==> src/rtl/otter_fetch_queue.sv <==
`default_nettype none
// ============================================================================
//  Module      : otter_fetch_queue
//  Description : Instruction fetch unit with a circular {pc, instr} queue
//                between a one-cycle-latency instruction memory and decode.
//                Issues one read per cycle while the queue can absorb the
//                response, and flushes on REDIRECT.
//                Optional macro OTTER_FQ_BYPASS_EN: a response arriving into
//                an empty queue is forwarded to decode in the same cycle.
//  Revision    : 1.0 - initial release
// ============================================================================
module otter_fetch_queue #(
    parameter int              XLEN      = 32,
    parameter int              DEPTH     = 4,
    parameter logic [XLEN-1:0] RESET_VEC = '0
) (
    input  logic                     CLK,
    input  logic                     RESET_N,
    output logic [XLEN-1:0]          IMEM_ADDR,
    output logic                     IMEM_RDEN,
    input  logic [XLEN-1:0]          IMEM_DOUT,
    input  logic                     REDIRECT,
    input  logic [XLEN-1:0]          REDIRECT_PC,
    output logic                     DE_VALID,
    input  logic                     DE_READY,
    output logic [XLEN-1:0]          DE_IR,
    output logic [XLEN-1:0]          DE_PC,
    output logic [$clog2(DEPTH):0]   COUNT
);

    localparam int                c_PTR_W     = $clog2(DEPTH);
    localparam int                c_CNT_W     = c_PTR_W + 1;
    localparam logic [c_CNT_W-1:0] c_DEPTH_CNT = c_CNT_W'(DEPTH);
    localparam logic [XLEN-1:0]   c_PC_STEP   = XLEN'(4);

    // Architectural state
    logic [XLEN-1:0]    r_fetch_pc;      // next sequential fetch address
    logic               r_inflight;      // a read was issued last cycle
    logic [XLEN-1:0]    r_inflight_pc;   // address of that read
    logic [c_PTR_W-1:0] r_wr_ptr;
    logic [c_PTR_W-1:0] r_rd_ptr;
    logic [c_CNT_W-1:0] r_count;
    logic [XLEN-1:0]    r_q_pc [DEPTH];
    logic [XLEN-1:0]    r_q_ir [DEPTH];

    // Datapath / control wires
    logic               w_resp;          // live response arriving this cycle
    logic               w_bypass;        // response forwarded straight to decode
    logic               w_pop;           // decode handshake
    logic               w_q_push;
    logic               w_q_pop;
    logic [c_CNT_W-1:0] w_count_next;
    logic [XLEN-1:0]    w_redir_pc;

    // Decode-side view: queue head, or the arriving response when bypassing
    always_comb begin
        w_resp     = r_inflight && !REDIRECT;
        w_redir_pc = {REDIRECT_PC[XLEN-1:2], 2'b00};
`ifdef OTTER_FQ_BYPASS_EN
        w_bypass = (r_count == '0) && w_resp;
        DE_IR    = w_bypass ? IMEM_DOUT     : r_q_ir[r_rd_ptr];
        DE_PC    = w_bypass ? r_inflight_pc : r_q_pc[r_rd_ptr];
`else
        w_bypass = 1'b0;
        DE_IR    = r_q_ir[r_rd_ptr];
        DE_PC    = r_q_pc[r_rd_ptr];
`endif
        DE_VALID = RESET_N && !REDIRECT && ((r_count != '0) || w_bypass);
        w_pop    = DE_VALID && DE_READY;
        // A bypassed instruction consumed by decode never enters the queue
        w_q_pop  = w_pop && !w_bypass;
        w_q_push = w_resp && !(w_bypass && DE_READY);
        w_count_next = r_count + {{(c_CNT_W-1){1'b0}}, w_q_push}
                               - {{(c_CNT_W-1){1'b0}}, w_q_pop};
        // Issue only if the response is guaranteed a slot when it returns
        IMEM_RDEN = RESET_N && (REDIRECT || (w_count_next < c_DEPTH_CNT));
        IMEM_ADDR = REDIRECT ? w_redir_pc : r_fetch_pc;
    end

    assign COUNT = r_count;

    // Fetch PC, in-flight tracking, pointers and occupancy
    always_ff @(posedge CLK) begin
        if (!RESET_N) begin
            r_fetch_pc    <= RESET_VEC;
            r_inflight    <= 1'b0;
            r_inflight_pc <= RESET_VEC;
            r_wr_ptr      <= '0;
            r_rd_ptr      <= '0;
            r_count       <= '0;
        end else begin
            r_inflight    <= IMEM_RDEN;
            r_inflight_pc <= IMEM_ADDR;
            if (IMEM_RDEN) begin
                r_fetch_pc <= IMEM_ADDR + c_PC_STEP;
            end
            if (REDIRECT) begin
                // Flush everything fetched so far; the response arriving now
                // belongs to the old stream and is dropped.
                r_wr_ptr <= '0;
                r_rd_ptr <= '0;
                r_count  <= '0;
            end else begin
                if (w_q_push) begin
                    r_wr_ptr <= r_wr_ptr + 1'b1;
                end
                if (w_q_pop) begin
                    r_rd_ptr <= r_rd_ptr + 1'b1;
                end
                r_count <= w_count_next;
            end
        end
    end

    // Queue storage; contents are only meaningful below r_count
    always_ff @(posedge CLK) begin
        if (RESET_N && w_q_push) begin
            r_q_pc[r_wr_ptr] <= r_inflight_pc;
            r_q_ir[r_wr_ptr] <= IMEM_DOUT;
        end
    end

endmodule
`default_nettype wire

==> config.mk <==
export PLATFORM = sky130hd
export DESIGN_NAME = otter_fetch_queue
export DESIGN_NICKNAME = d
export VERILOG_FILES = /design/src/rtl/otter_fetch_queue.sv
export SDC_FILE = /design/constraint.sdc
export NUM_CORES = 1
export LEC_CHECK = 0
export BUFFER_PORTS_ARGS = -buffer_cell sky130_fd_sc_hd__buf_2
export CAP_MARGIN = 10
export CORE_UTILIZATION = 35
export DETAILED_ROUTE_END_ITERATION = 8
export PLACE_DENSITY = 0.64
export SYNTH_ARGS = -nofsm -noshare
export SYNTH_HDL_FRONTEND = slang
export SYNTH_SLANG_ARGS = --single-unit
==> constraint.sdc <==
create_clock -name CLK -period 9.1 [get_ports CLK]
set_input_delay 0.455 -clock CLK [delete_from_list [all_inputs] [get_ports CLK]]
set_output_delay 0.455 -clock CLK [all_outputs]
set_load 0.03 [all_outputs]
## After elaboration in Yosys (flattened, before gate mapping)

Memories as Yosys holds them, arrays and structs flattened. A register that Yosys moved wholly into a read port is not among the register bits.
Cells that the tools add are included.

- Register bits after elaboration: 72
- Memory bits (writable): 256
- Output and inout bits: 101
- Memories kept: 2

Memory list:

| name | words | width | read ports | clocked after memory_dff | wr ports | RTL line | source |
|---|---|---|---|---|---|---|---|
| r_q_ir | 4 | 32 | 1 | 1 | 1 | 44 | `logic [XLEN-1:0] r_q_ir [DEPTH];` |
| r_q_pc | 4 | 32 | 1 | 1 | 1 | 43 | `logic [XLEN-1:0] r_q_pc [DEPTH];` |

- Add/sub/neg operators: 5
- Magnitude comparators: 1
- Mux-type cells: 7
- Bitwise operators: 1
- Reduce and logical (&&, ||, !) cells: 10

Operator list:

| kind | number |
|---|---|
| $add A32 B3 Y32 const B | 1 |
| $mux W32 | 1 |
| $mux W2 | 4 |
| $logic_and A1 B1 Y1 | 6 |
| $add A2 B1 Y2 const B | 2 |
| $add A3 B1 Y3 | 1 |
| $lt A3 B3 Y1 const B | 1 |
| $reduce_bool A3 Y1 | 1 |
| $sub A3 B1 Y3 | 1 |
| $mux W1 | 2 |
| $reduce_or A2 Y1 | 1 |
| $logic_not A1 Y1 | 1 |
| $logic_or A1 B1 Y1 | 1 |
| $not A1 Y1 | 1 |

## Longest topological paths before layout

Gate-level depths: netlist of run 1.

- Word-level depth: 8
- Depth in mapped cells: 20

## Worst setup path after synthesis of run 1

No wires, ideal clock.

- Kind: input-to-reg
- From: input REDIRECT
- To: register r_fetch_pc[25]
- Arrival: 4.008 ns
- Required time: 8.978 ns
- Slack: 4.970 ns
- Cell stages on the path: 19
- Cell sequence: buf_6 > buf_8 > buf_6 > nand2b_1 > clkbuf_1 > nor3b_1 > ha_1 > inv_1 > ha_1 > inv_1 > fa_1 > xnor3_1 > or2_2 > clkbuf_1 > nand2_1 > buf_4 > clkinv_1 > a32oi_1 > nand3_1

- Word-level cells in the longest chain between the ends: 8

Ends and longest elaborated chain:

| element | RTL line | source |
|---|---|---|
| from (decl) | 22 | `input logic REDIRECT,` |
| $logic_not A1 Y1 | 68 | `DE_VALID = RESET_N && !REDIRECT && ((r_count != '0) \|\| w_bypass);` |
| $logic_and A1 B1 Y1 (2 in series) | 68 |  |
| $logic_and A1 B1 Y1 | 69 | `w_pop = DE_VALID && DE_READY;` |
| named net w_pop | 49 | `logic w_pop;` |
| $sub A3 B1 Y3 | 74 | `- {{(c_CNT_W-1){1'b0}}, w_q_pop};` |
| $lt A3 B3 Y1 | 76 | `IMEM_RDEN = RESET_N && (REDIRECT \|\| (w_count_next < c_DEPTH_CNT));` |
| $logic_or A1 B1 Y1 | 76 |  |
| $logic_and A1 B1 Y1 | 76 |  |
| named net IMEM_RDEN | 20 | `output logic IMEM_RDEN,` |
| to (signal assigned) | 95 | `r_fetch_pc <= IMEM_ADDR + c_PC_STEP;` |
| to (decl) | 37 | `logic [XLEN-1:0] r_fetch_pc;` |

The timed path passes the listed nets, and every way through them passes these cells.
A chain may end at the register's enable or synchronous reset.

## Worst setup path after layout of run 1

- From: input REDIRECT
- To: output IMEM_RDEN

- Word-level cells in the longest chain between the ends: 8

Ends and longest elaborated chain:

| element | RTL line |
|---|---|
| $logic_not A1 Y1 | 68 |
| $logic_and A1 B1 Y1 (2 in series) | 68 |
| $logic_and A1 B1 Y1 | 69 |
| named net w_pop | 49 |
| $sub A3 B1 Y3 | 74 |
| $lt A3 B3 Y1 | 76 |
| $logic_or A1 B1 Y1 | 76 |
| $logic_and A1 B1 Y1 | 76 |
| to (decl) | 20 |

The timed path passes the listed nets, and every way through them passes these cells.

==> qor.csv, run 1 <==
stage,metric,value,unit
floorplan,start_util,35.54,%
pwr,max-vdd-ir-drop,112.9,uV
cells_and_area,instances_no_fill,1431,
grt,grt_overflow_total,0,
grt,grt_pass1_wl,43330,um
floorplan,pin_count,169,
timing,min_period,4.974,ns
cts,cts_made_buffers,37,
timing,finalHoldViolations,0,
cells_and_area,drive_above_1_share,33.33,%
timing,relSlewSlack,29.96,%
timing,finClkSkew,0.009926,ns
cts,insertion_delay,0.51,ns
cts,path_clk_slew,0.06,ns
cts,cts-root-buf,clkbuf_16,
floorplan,coreArea,0.03652,mm2
cts,h-tree-depth,2,
routing,drt_iter0_drc,379,
job,max-cap-violations,0,
routing,vias,7217,
routing,drc,0,
timing,fin_crit_sh,54.66,%
timing,rsz0062_at_grt,false,
routing,ant_nets,0,
cells_and_area,diodes,0,
synth,synthFlopType,edfxtp_1,
synth,ys_seq_area_share,70.64,%
timing,maxSlewViolCount,0,
synth,synth.distinct_cells,61,
cts,cts_tree,yes,
grt,antenna_found_initial,1,
pwr,power_density,212.9,mW/mm2
cells_and_area,nets,1014,
cells_and_area,area_growth,19.08,%
floorplan,fp.dieH,194.6,um
synth,syn_nets,836,
cells_and_area,fill_cells,3274,
synth,yosysTopAreaCell,edfxtp_1,
placed_design,dp_hpwl,17730,um
cts,cts_resized,0,
placed_design,routabilityCongestion,0.8002,
timing,finalSetupViolCount,0,
cts,clockBufferDepth,3,
floorplan,rows,70,
synth,async_flop_share,0,%
routing,viasPerCell,5.043,
cts,ctsHoldBuffers,0,
worst_setup_path,cp_max_fo,37,
synth,syn_avg_cell_area,17.08,um2
worst_setup_path,worstSetupPathType,primary input to output pin,
worst_setup_path,crit_required,8.65,ns
floorplan,die-area,0.03786,mm2
pwr,leakage,5.483,nW
routing,drt-total-wl,28360,um
synth,netlist_area,0.01298,mm2
floorplan,die_width,194.6,um
synth,yosys.area.top_type_share,59.23,%
run_status,status,finished clean,
grt,grtUsageTotal,15.06,%
worst_setup_path,crit_path_end_kind,output pin,
synth,ys_ff_latch,330,
placed_design,dp_cells,1367,
routing,avgRoutedWirePerCell,19.82,um
grt,grt_max_degree,65,
cts,post_cts_buffers,0,
cts,cts.sinks,330,
worst_hold_path,hold_path_class,primary input to flip-flop,
placed_design,portBuffers,166,
worst_setup_path,cp-start-kind,primary input,
synth,ys_warn_count,0,
timing,setup_tns,0,ns
synth,synthesis.instances,760,
routing,firstDrtPassIters,5,
timing,tightest_slew,1.051,ns
timing,timing.fmax,201.0,MHz
synth,synth_edf_count,256,
timing,hold_slack,0.1570,ns
grt,grt_pass1_vias,7398,
worst_setup_path,crit_arrival,4.52,ns
synth,synthTopCellsByArea,"edfxtp_1, dfxtp_1, mux4_2",
==> path summary, 6_finish.rpt <==
check / startpoint / endpoint / slack, ns / cells past startpoint
worst min-delay path: IMEM_DOUT[19] / r_q_ir[0][19]$_DFFE_PP_ / 0.16 / 1
worst max register to register: COUNT[1]$_SDFF_PP0_ / r_fetch_pc[25]$_SDFFE_PN0P_ / 5.12 / 13
worst min register to register: r_fetch_pc[31]$_SDFFE_PN0P_ / r_fetch_pc[31]$_SDFFE_PN0P_ / 0.46 / 1
worst max-delay path: REDIRECT / IMEM_RDEN / 4.13 / 14
==> layer usage <==
layer / global-route usage (%) / wire length, um
met3: 3.141 / 1373
met4: 3.851 / 539
met5: 0 / 10
met1: 20.00 / 12760
met2: 25.10 / 13680
==> stage by stage <==
stage                     utilization (%)  total power, W  setup slack [ns]  cell area [um2]
after global placement              39.17        0.001920             4.160            14310
after detailed placement            39.17        0.001925             4.122            14310
after global routing                42.32        0.003414             3.835            15450
after floorplan                         -        0.001846             4.970            12980
final                               42.32        0.003291             4.126            15450
after CTS                           42.32        0.003338             4.119            15450
==> layout by cell type, fill, tap and decap left out, drive strengths merged, types with 5 or more instances in the layout <==
cell type / Yosys / layout
clkinv: 1 / 15
nand2: 37 / 37
nor4: 5 / 5
or4: 6 / 6
mux2: 7 / 7
o21ai: 6 / 6
nand4b: 5 / 5
mux4: 64 / 64
and3: 7 / 7
clkbuf: 17 / 45
mux2i: 23 / 23
and2: 13 / 13
a21oi: 12 / 12
inv: 31 / 32
xnor2: 12 / 12
o31ai: 6 / 6
a22oi: 8 / 8
edfxtp: 256 / 256
buf: 20 / 176
nor2: 40 / 40
dfxtp: 74 / 74
nand4: 10 / 10
nand3b: 11 / 11
a32o: 6 / 6
ha: 7 / 7
nand3: 35 / 35
==> layout make-up <==
type | instances | area, um2 | share of cell area [%]
flip-flops and latches | 330 | 9176 | 59.38
multi-input cells | 361 | 3517 | 22.76
clock buffers | 45 | 1018 | 6.590
repair buffers | 176 | 905.9 | 5.861
well taps | 468 | 585.6 | 3.789
clock inverters | 19 | 131.4 | 0.8501
inverters | 32 | 120.1 | 0.7772
==> Yosys cell counts, types with 2 or more instances <==
library cell,instances
nand2_1,37
a31oi_1,4
a32o_1,6
nor2b_1,2
buf_4,4
inv_1,31
nand4b_1,5
mux2i_1,22
a21o_1,2
buf_6,3
nor3_1,3
ha_1,7
buf_1,8
edfxtp_1,256
buf_2,4
nand3b_1,7
o21ai_0,6
nor4_1,5
and2_1,13
mux2_2,7
o22ai_1,4
nand4_1,9
xnor2_1,12
a311o_1,2
nor2_1,40
a21oi_1,11
o31ai_1,6
a22oi_1,5
a22oi_4,2
nand2b_1,3
dfxtp_1,74
clkbuf_1,17
and3_1,7
nand3b_4,4
mux4_2,64
or4_1,6
o211ai_1,3
nand3_1,34
or2_0,2
or2_2,2
==> critical path: stages <==
cell	delay, ns
buf_2	0.09
buf_4	0.25
nand2b_1	0.34
nor3b_1	0.44
ha_1	0.31
inv_1	0.06
ha_1	0.13
inv_1	0.05
fa_1	0.37
xnor3_1	0.40
or2_2	0.53
nand2_1	0.41
clkinv_1	0.36
buf_2	0.29
==> power breakdown <==
part | internal [W] | switching, W
clock | 0.000824 | 0.000576
combinational | 0.0000696 | 0.000138
sequential | 0.00166 | 0.0000241
==> logic make-up (layout without fill, tap and decap cells) <==
family	count (synthesis)	count (layout)	share of synthesized area, %
buf+inv	69	272	2.410
compound gates	61	61	3.683
mux	94	94	13.52
fa+ha+maj	8	8	0.8291
xor+xnor	14	14	1.051
flops	330	330	70.64
simple gates	184	184	7.866
==> sequential cells by signal, indices dropped and copies added, names as in the netlist, named ones only <==
name	flops
r_q_pc	128
r_q_ir	128
r_wr_ptr	2
r_inflight_pc	32
r_inflight	1
r_rd_ptr	2
COUNT	3
r_fetch_pc	32
Power figures use the tool's default switching activity.
==> inputs of run 2 (changes only) <==
- ABC_AREA: unset -> 1
- clock period: 9.1 -> 4.78 ns (I/O delays scaled with it)
==> qor.csv, run 2 <==
stage,metric,value,unit,change
worst_hold_path,hold_path_class,primary input to flip-flop,,
pwr,leakage,5.868,nW,+7.0%
cts,cts_tree,yes,,
cts,ctsHoldBuffers,33,,+33
worst_setup_path,worstSetupPathType,flip-flop to output pin,,
synth,synth.distinct_cells,34,,-44%
cells_and_area,area_growth,21.67,%,
worst_setup_path,cpMaxStageDelayCell,dfxtp_1,,
timing,tightest_slew,0.9559,ns,-0.09466 ns
worst_hold_path,holdPathEnd,r_fetch_pc[31]$_SDFFE_PN0P_,,
synth,synthTopCellsByArea,"edfxtp_1, dfxtp_1, o21ai_0",,
worst_hold_path,holdPathStages,3,,+2
routing,ant_nets,0,,unchanged
routing,viasPerCell,4.839,,-4.0%
timing,relSlewSlack,36.20,%,+6.2 points
cts,cts-root-buf,clkbuf_16,,
routing,drc,0,,unchanged
routing,drt-total-wl,30070,um,+6.0%
floorplan,die_width,194.3,um,-0.11%
timing,min_period,3.842,ns,
synth,async_flop_share,0,%,unchanged
cells_and_area,diodes,0,,unchanged
cts,cts_resized,0,,unchanged
worst_setup_path,r2r_slack,1.41,ns,-3.71 ns
synth,ys_ff_latch,330,,unchanged
worst_hold_path,hp-start,RESET_N,,
timing,finalSetupViolCount,0,,unchanged
cells_and_area,nets,1404,,+38%
synth,netlist_area,0.01295,mm2,-0.23%
timing,fin_crit_sh,80.38,%,
cells_and_area,postLayoutCellArea,0.01576,mm2,+1.9%
grt,grt_max_degree,96,,+48%
grt,grt_pass1_vias,8574,,+16%
timing,hold_slack,0.03259,ns,-0.1245 ns
timing,finalHoldViolations,0,,unchanged
cts,cts_made_buffers,35,,-5.4%
placed_design,dp_hpwl,18460,um,+4.1%
cts,path_clk_slew,0.06,ns,about the same
placed_design,placed_area,0.01428,mm2,-0.16%
worst_setup_path,timing.rr.end,r_fetch_pc[16]$_SDFFE_PN0P_,,
grt,antenna_found_initial,1,,unchanged
synth,synth_common_cells,"edfxtp_1, nor2_1, nand2_1",,
routing,wl_met3,1837,um,+34%
job,max-cap-violations,0,,unchanged
cts,clockBufferDepth,3,,unchanged
placed_design,portBuffers,166,,unchanged
synth,yosys.area.top_type_share,59.37,%,+0.14 points
run_status,status,finished clean,,
synth,syn_nets,1211,,+45%
worst_setup_path,crit_required,4.54,ns,-4.11 ns
timing,timing.fmax,260.3,MHz,
synth,ys_seq_area_share,70.81,%,+0.16 points
routing,drt_iter0_drc,540,,+42%
worst_setup_path,cpMostUsedCell,inv_1,,
pwr,max-vdd-ir-drop,242.4,uV,+110%
worst_setup_path,cp_max_fo,15,,-59%
floorplan,start_util,35.45,%,-0.082 points
worst_setup_path,crit_arrival,3.60,ns,-0.92 ns
routing,vias,8812,,+22%
timing,setup_tns,0,ns,unchanged
routing,met1_length,13550,um,+6.1%
synth,synth_most_common_cell,edfxtp_1,,
floorplan,coreArea,0.03652,mm2,unchanged
routing,firstDrtPassIters,5,,unchanged
cells_and_area,drive_above_1_share,21.73,%,-12 points
cells_and_area,reg_top3,"r_q_ir x128, r_q_pc x128",,
synth,synth_edf_count,256,,unchanged
worst_setup_path,max_stage_delay,0.41,ns,-0.12 ns
synth,yosysTopAreaCell,edfxtp_1,,
cts,post_cts_buffers,0,,unchanged
routing,top_layer_used,met5,,
worst_setup_path,crit_path_end_kind,output pin,,
synth,synthesis.instances,1135,,+49%
grt,grtUsageTotal,15.89,%,+0.83 points
synth,synthFlopType,edfxtp_1,,
cts,cts.sinks,330,,unchanged
worst_setup_path,cp-start-kind,flip-flop,,
cts,h-tree-depth,2,,unchanged
cts,insertion_delay,0.52,ns,about the same
cells_and_area,mostFrequentLayoutCell,edfxtp_1,,
worst_setup_path,critical_path.cell_chain,nor2_1 -> a21oi_1 -> nand2_1 -> inv_1 -> ha_1 -> inv_1 -> ha_1 -> inv_1 -> fa_1 -> xnor2_1 -> xor2_1 -> nand2_1 -> nand2_1 -> inv_1 -> buf_2,,
worst_setup_path,r2r-start,COUNT[1]$_SDFF_PP0_,,
worst_setup_path,reg2reg_depth,17,,+4
timing,finClkSkew,0.02102,ns,+0.01110 ns
cells_and_area,layout_common_cells,"edfxtp_1, nor2_1, buf_2, nand2_1, o21ai_0",,
pwr,power_density,394.8,mW/mm2,+85%
floorplan,rows,70,,unchanged
synth,ys_warn_count,0,,unchanged
routing,dr_wl_met2,14200,um,+3.8%
floorplan,pin_count,169,,unchanged
timing,rsz0062_at_grt,false,,
placed_design,routabilityCongestion,0.8896,,+11%
floorplan,fp.dieH,194.3,um,-0.11%
timing,maxSlewViolCount,0,,unchanged
routing,avgRoutedWirePerCell,16.51,um,-17%
synth,syn_avg_cell_area,11.41,um2,-33%
floorplan,die-area,0.03777,mm2,-0.23%
grt,grt_overflow_total,0,,unchanged
grt,grt_pass1_wl,47240,um,+9.0%
==> run 2: changes by cell type after synthesis, moves of 22 or more <==
cell and change:
inv_1 +23, o21ai_0 +146, nand2_1 +120, o22ai_1 +63, nor2_1 +155, mux2i_1 -22, clkbuf_1 +26, nand2_2 +30
mux4_2 -64
==> run 2: cell families after synthesis <==
group / Yosys count / share of synthesized area, %
xor+xnor: 7 / 0.4735
simple gates: 431 / 13.87
buf+inv: 113 / 3.691
flops: 330 / 70.81
fa+ha+maj: 8 / 0.8310
compound gates: 246 / 10.33
==> run 2: stage by stage <==
stage	power [W]	std cells	utilization, %	worst slack [ns]
after floorplan	0.003469	1135	-	0.8149
after detailed placement	0.003606	1726	39.11	1.304
after global routing	0.006437	1821	43.14	0.6482
after CTS	0.006291	1821	43.14	0.9345
after global placement	0.003600	1726	39.11	1.301
final	0.006221	1821	43.14	0.9380
==> run 2: cell type report <==
class                           count  area [um2]
Clock buffer                       40       925.9
Clock inverter                     22       216.5
Fill cell                        3410       20770
Inverter                           58       220.2
Multi-Input combinational cell    692        3332
Sequential cell                   330        9174
Tap cell                          468       585.6
Timing Repair Buffer              211        1301
==> run 2: worst max path at each step <==
| stage | from | slack [ns] | end | cells after the start |
|---|---|---|---|---|
| 2_1_floorplan | REDIRECT | 0.81 | r_q_ir[0][0]$_DFFE_PP_ | 6 |
| 3_3_place_gp | REDIRECT | 1.30 | r_fetch_pc[31]$_SDFFE_PN0P_ | 18 |
| 3_5_place_dp | REDIRECT | 1.30 | r_fetch_pc[31]$_SDFFE_PN0P_ | 18 |
| 4_1_cts | COUNT[1]$_SDFF_PP0_ | 0.93 | IMEM_RDEN | 15 |
| 5_1_grt | COUNT[1]$_SDFF_PP0_ | 0.65 | IMEM_RDEN | 15 |
| 6_report | COUNT[1]$_SDFF_PP0_ | 0.94 | IMEM_RDEN | 15 |
==> run 2: where the power goes <==
part	total [W]	leakage [nW]	switching (W)	internal [W]
Sequential	0.00318	2.92	0.0000311	0.00315
Clock	0.00265	0.561	0.00109	0.00157
Combinational	0.000383	2.39	0.000265	0.000118
Total	0.00622	5.87	0.00138	0.00484
==> run 2: metal layers <==
metal | track usage [%] | up-vias
li1 | - | 4351
met1 | 21.00 | 4174
met2 | 26.41 | 243
met3 | 3.609 | 42
met4 | 3.968 | 2
met5 | 0 | -
==> run 2: worst max-delay path: cells and delay by family, from the launching register on <==
kind	cells	cell delay [ns]
AOI/OAI and AO/OA	1	0.19
xor gates and xnor gates	2	0.43
adders and majority gates	3	0.72
buffers and inverters	5	0.80
DFF	1	0.41
and+or+nand+nor	4	0.52
==> inputs of run 3 (changes only) <==
- ABC_AREA: 1 -> 0
- clock period: 4.78 -> 3.9 ns (I/O delays scaled with it)
==> qor.csv, run 3 (synthesized netlist as in run 1, its figures left out) <==
stage,metric,value,unit,change
job,max-cap-violations,0,,unchanged
grt,grt_max_degree,71,,-26%
floorplan,die_width,194.6,um,+0.11%
grt,antenna_found_initial,1,,unchanged
grt,grtUsageTotal,15.22,%,-0.67 points
worst_setup_path,path_depth,12,,-3
cts,insertion_delay,0.52,ns,about the same
grt,grt_overflow_total,0,,unchanged
floorplan,fp.dieH,194.6,um,+0.11%
cts,cts.sinks,330,,unchanged
cells_and_area,postLayoutCellArea,0.01605,mm2,+1.9%
worst_setup_path,worstSetupPathType,flip-flop to output pin,,
timing,finalHoldViolations,0,,unchanged
worst_setup_path,r2r-start,COUNT[1]$_SDFF_PP0_,,
grt,grt_pass1_wl,43900,um,-7.1%
timing,maxSlewViolCount,0,,unchanged
placed_design,dp_hpwl,18260,um,-1.1%
timing,timing.fmax,273.7,MHz,
timing,rsz0062_at_grt,false,,
routing,viasPerCell,4.985,,+3.0%
routing,avgRoutedWirePerCell,19.63,um,+19%
worst_setup_path,r2r_slack,0.73,ns,-0.68 ns
timing,min_period,3.653,ns,
pwr,leakage,5.725,nW,-2.4%
cts,path_clk_slew,0.06,ns,about the same
worst_setup_path,crit_required,3.70,ns,-0.84 ns
worst_setup_path,crit_path_end_kind,output pin,,
timing,finClkSkew,0.01295,ns,-0.008078 ns
cells_and_area,area_growth,23.66,%,
worst_setup_path,cp_max_fo,9,,-6
floorplan,start_util,35.54,%,+0.082 points
placed_design,dp_cells,1372,,-21%
timing,setup_tns,0,ns,unchanged
cts,post_cts_buffers,0,,unchanged
cells_and_area,drive_above_1_share,32.87,%,+11 points
worst_setup_path,cp-start-kind,flip-flop,,
pwr,max-vdd-ir-drop,224.4,uV,-7.4%
worst_hold_path,holdPathStages,3,,unchanged
cells_and_area,diodes,0,,unchanged
cells_and_area,nets,1052,,-25%
timing,hold_slack,0.03145,ns,-0.001138 ns
worst_hold_path,hold_path_class,primary input to flip-flop,,
cells_and_area,layout_common_cells,"edfxtp_1, buf_2, dfxtp_1, mux4_2, nor2_1",,
routing,drt_iter0_drc,428,,-21%
pwr,power_density,506.6,mW/mm2,+28%
timing,tightest_slew,1.070,ns,+0.1138 ns
routing,drc,0,,unchanged
worst_setup_path,cpMaxStageDelayCell,dfxtp_1,,
placed_design,portBuffers,166,,unchanged
worst_setup_path,critical_path.cell_chain,nor3_1 -> nor3b_2 -> ha_1 -> inv_1 -> ha_1 -> inv_1 -> fa_1 -> xnor3_1 -> or2_2 -> nand2_1 -> clkinvlp_4 -> buf_2,,
worst_setup_path,timing.rr.end,r_fetch_pc[28]$_SDFFE_PN0P_,,
cells_and_area,mostFrequentLayoutCell,edfxtp_1,,
timing,finalSetupViolCount,0,,unchanged
timing,relSlewSlack,28.69,%,-7.5 points
worst_setup_path,crit_arrival,3.46,ns,-0.14 ns
worst_setup_path,critPathBufInv,4,,-1
cts,cts_tree,yes,,
worst_setup_path,reg2reg_depth,13,,-4
routing,firstDrtPassIters,5,,unchanged
floorplan,rows,70,,unchanged
routing,drt-total-wl,28890,um,-3.9%
timing,fin_crit_sh,93.68,%,
cts,h-tree-depth,2,,unchanged
worst_setup_path,max_stage_delay,0.40,ns,about the same
grt,grt_pass1_vias,7408,,-14%
floorplan,die-area,0.03786,mm2,+0.23%
routing,vias,7338,,-17%
cts,clockBufferDepth,3,,unchanged
worst_hold_path,holdPathEnd,r_inflight_pc[29]$_SDFF_PN0_,,
placed_design,placed_area,0.01441,mm2,+0.86%
cells_and_area,reg_top3,"r_q_ir x128, r_q_pc x128",,
run_status,status,finished clean,,
cts,cts_made_buffers,37,,+5.7%
worst_setup_path,crit_family,simple AND/OR/NAND/NOR gates,,
floorplan,pin_count,169,,unchanged
floorplan,coreArea,0.03652,mm2,unchanged
cts,cts-root-buf,clkbuf_16,,
placed_design,routabilityCongestion,0.8057,,-9.4%
worst_hold_path,hp-start,REDIRECT_PC[29],,
routing,ant_nets,0,,unchanged
cells_and_area,instances_no_fill,1472,,-19%
-- run 3: worst max path at each step --
stage                              startpoint                           to
after CTS                 COUNT[1]$_SDFF_PP0_                    IMEM_RDEN
after global routing      COUNT[1]$_SDFF_PP0_                    IMEM_RDEN
final                     COUNT[1]$_SDFF_PP0_                    IMEM_RDEN
after global placement               REDIRECT                    IMEM_RDEN
after detailed placement             REDIRECT                    IMEM_RDEN
after floorplan                      REDIRECT  r_fetch_pc[25]$_SDFFE_PN0P_
-- run 3: power breakdown --
group	total, W	internal, W	switching, W
Clock	0.00368	0.00230	0.00138
Combinational	0.000520	0.000189	0.000331
Sequential	0.00393	0.00387	0.0000560
Total	0.00813	0.00636	0.00177
-- run 3: repair_timing --
action / CTS / global route
hold endpoints to repair: 129 / 0
hold buffers: 33 / 0
resized for setup: 0 / 2
endpoints found under the setup margin: 0 / 1
-- run 3: area by class of cell --
class / instances / area, um2
Multi-Input combinational cell: 361 / 3522
Sequential cell: 330 / 9176
Tap cell: 468 / 585.6
Clock inverter: 25 / 350.3
Clock buffer: 42 / 954.7
Fill cell: 3245 / 20470
Inverter: 32 / 123.9
Timing Repair Buffer: 214 / 1336
-- run 3: worst register-to-register path, stage by stage, from the launching register on --
cell	delay (ns)
dfxtp_1	0.40
nor3_1	0.10
nor3b_2	0.28
ha_1	0.28
inv_1	0.05
ha_1	0.13
inv_1	0.04
fa_1	0.37
xnor3_1	0.36
or2_2	0.32
nand2_1	0.14
buf_4	0.19
nor2_1	0.06
a221o_1	0.32
-- run 3: routing by layer --
metal  vias to the layer above  part of all wire (%)  global-route usage (%)
met5                         -                 0.035                       0
met4                         2                   1.8                   3.968
met3                        46                   5.5                   3.089
met2                       224                    48                   24.78
met1                      3650                    45                   20.77
li1                       3416                     -                       -
-- run 3: metrics by stage --
step / total power, W / setup slack, ns / utilization (%)
floorplan: 0.004306 / 0.02966 / -
finish: 0.008131 / 0.2466 / 43.94
CTS: 0.008238 / 0.008088 / 43.92
global placement: 0.004488 / 0.5960 / 39.44
global route: 0.008411 / 0.05180 / 43.94
detailed placement: 0.004499 / 0.5387 / 39.44
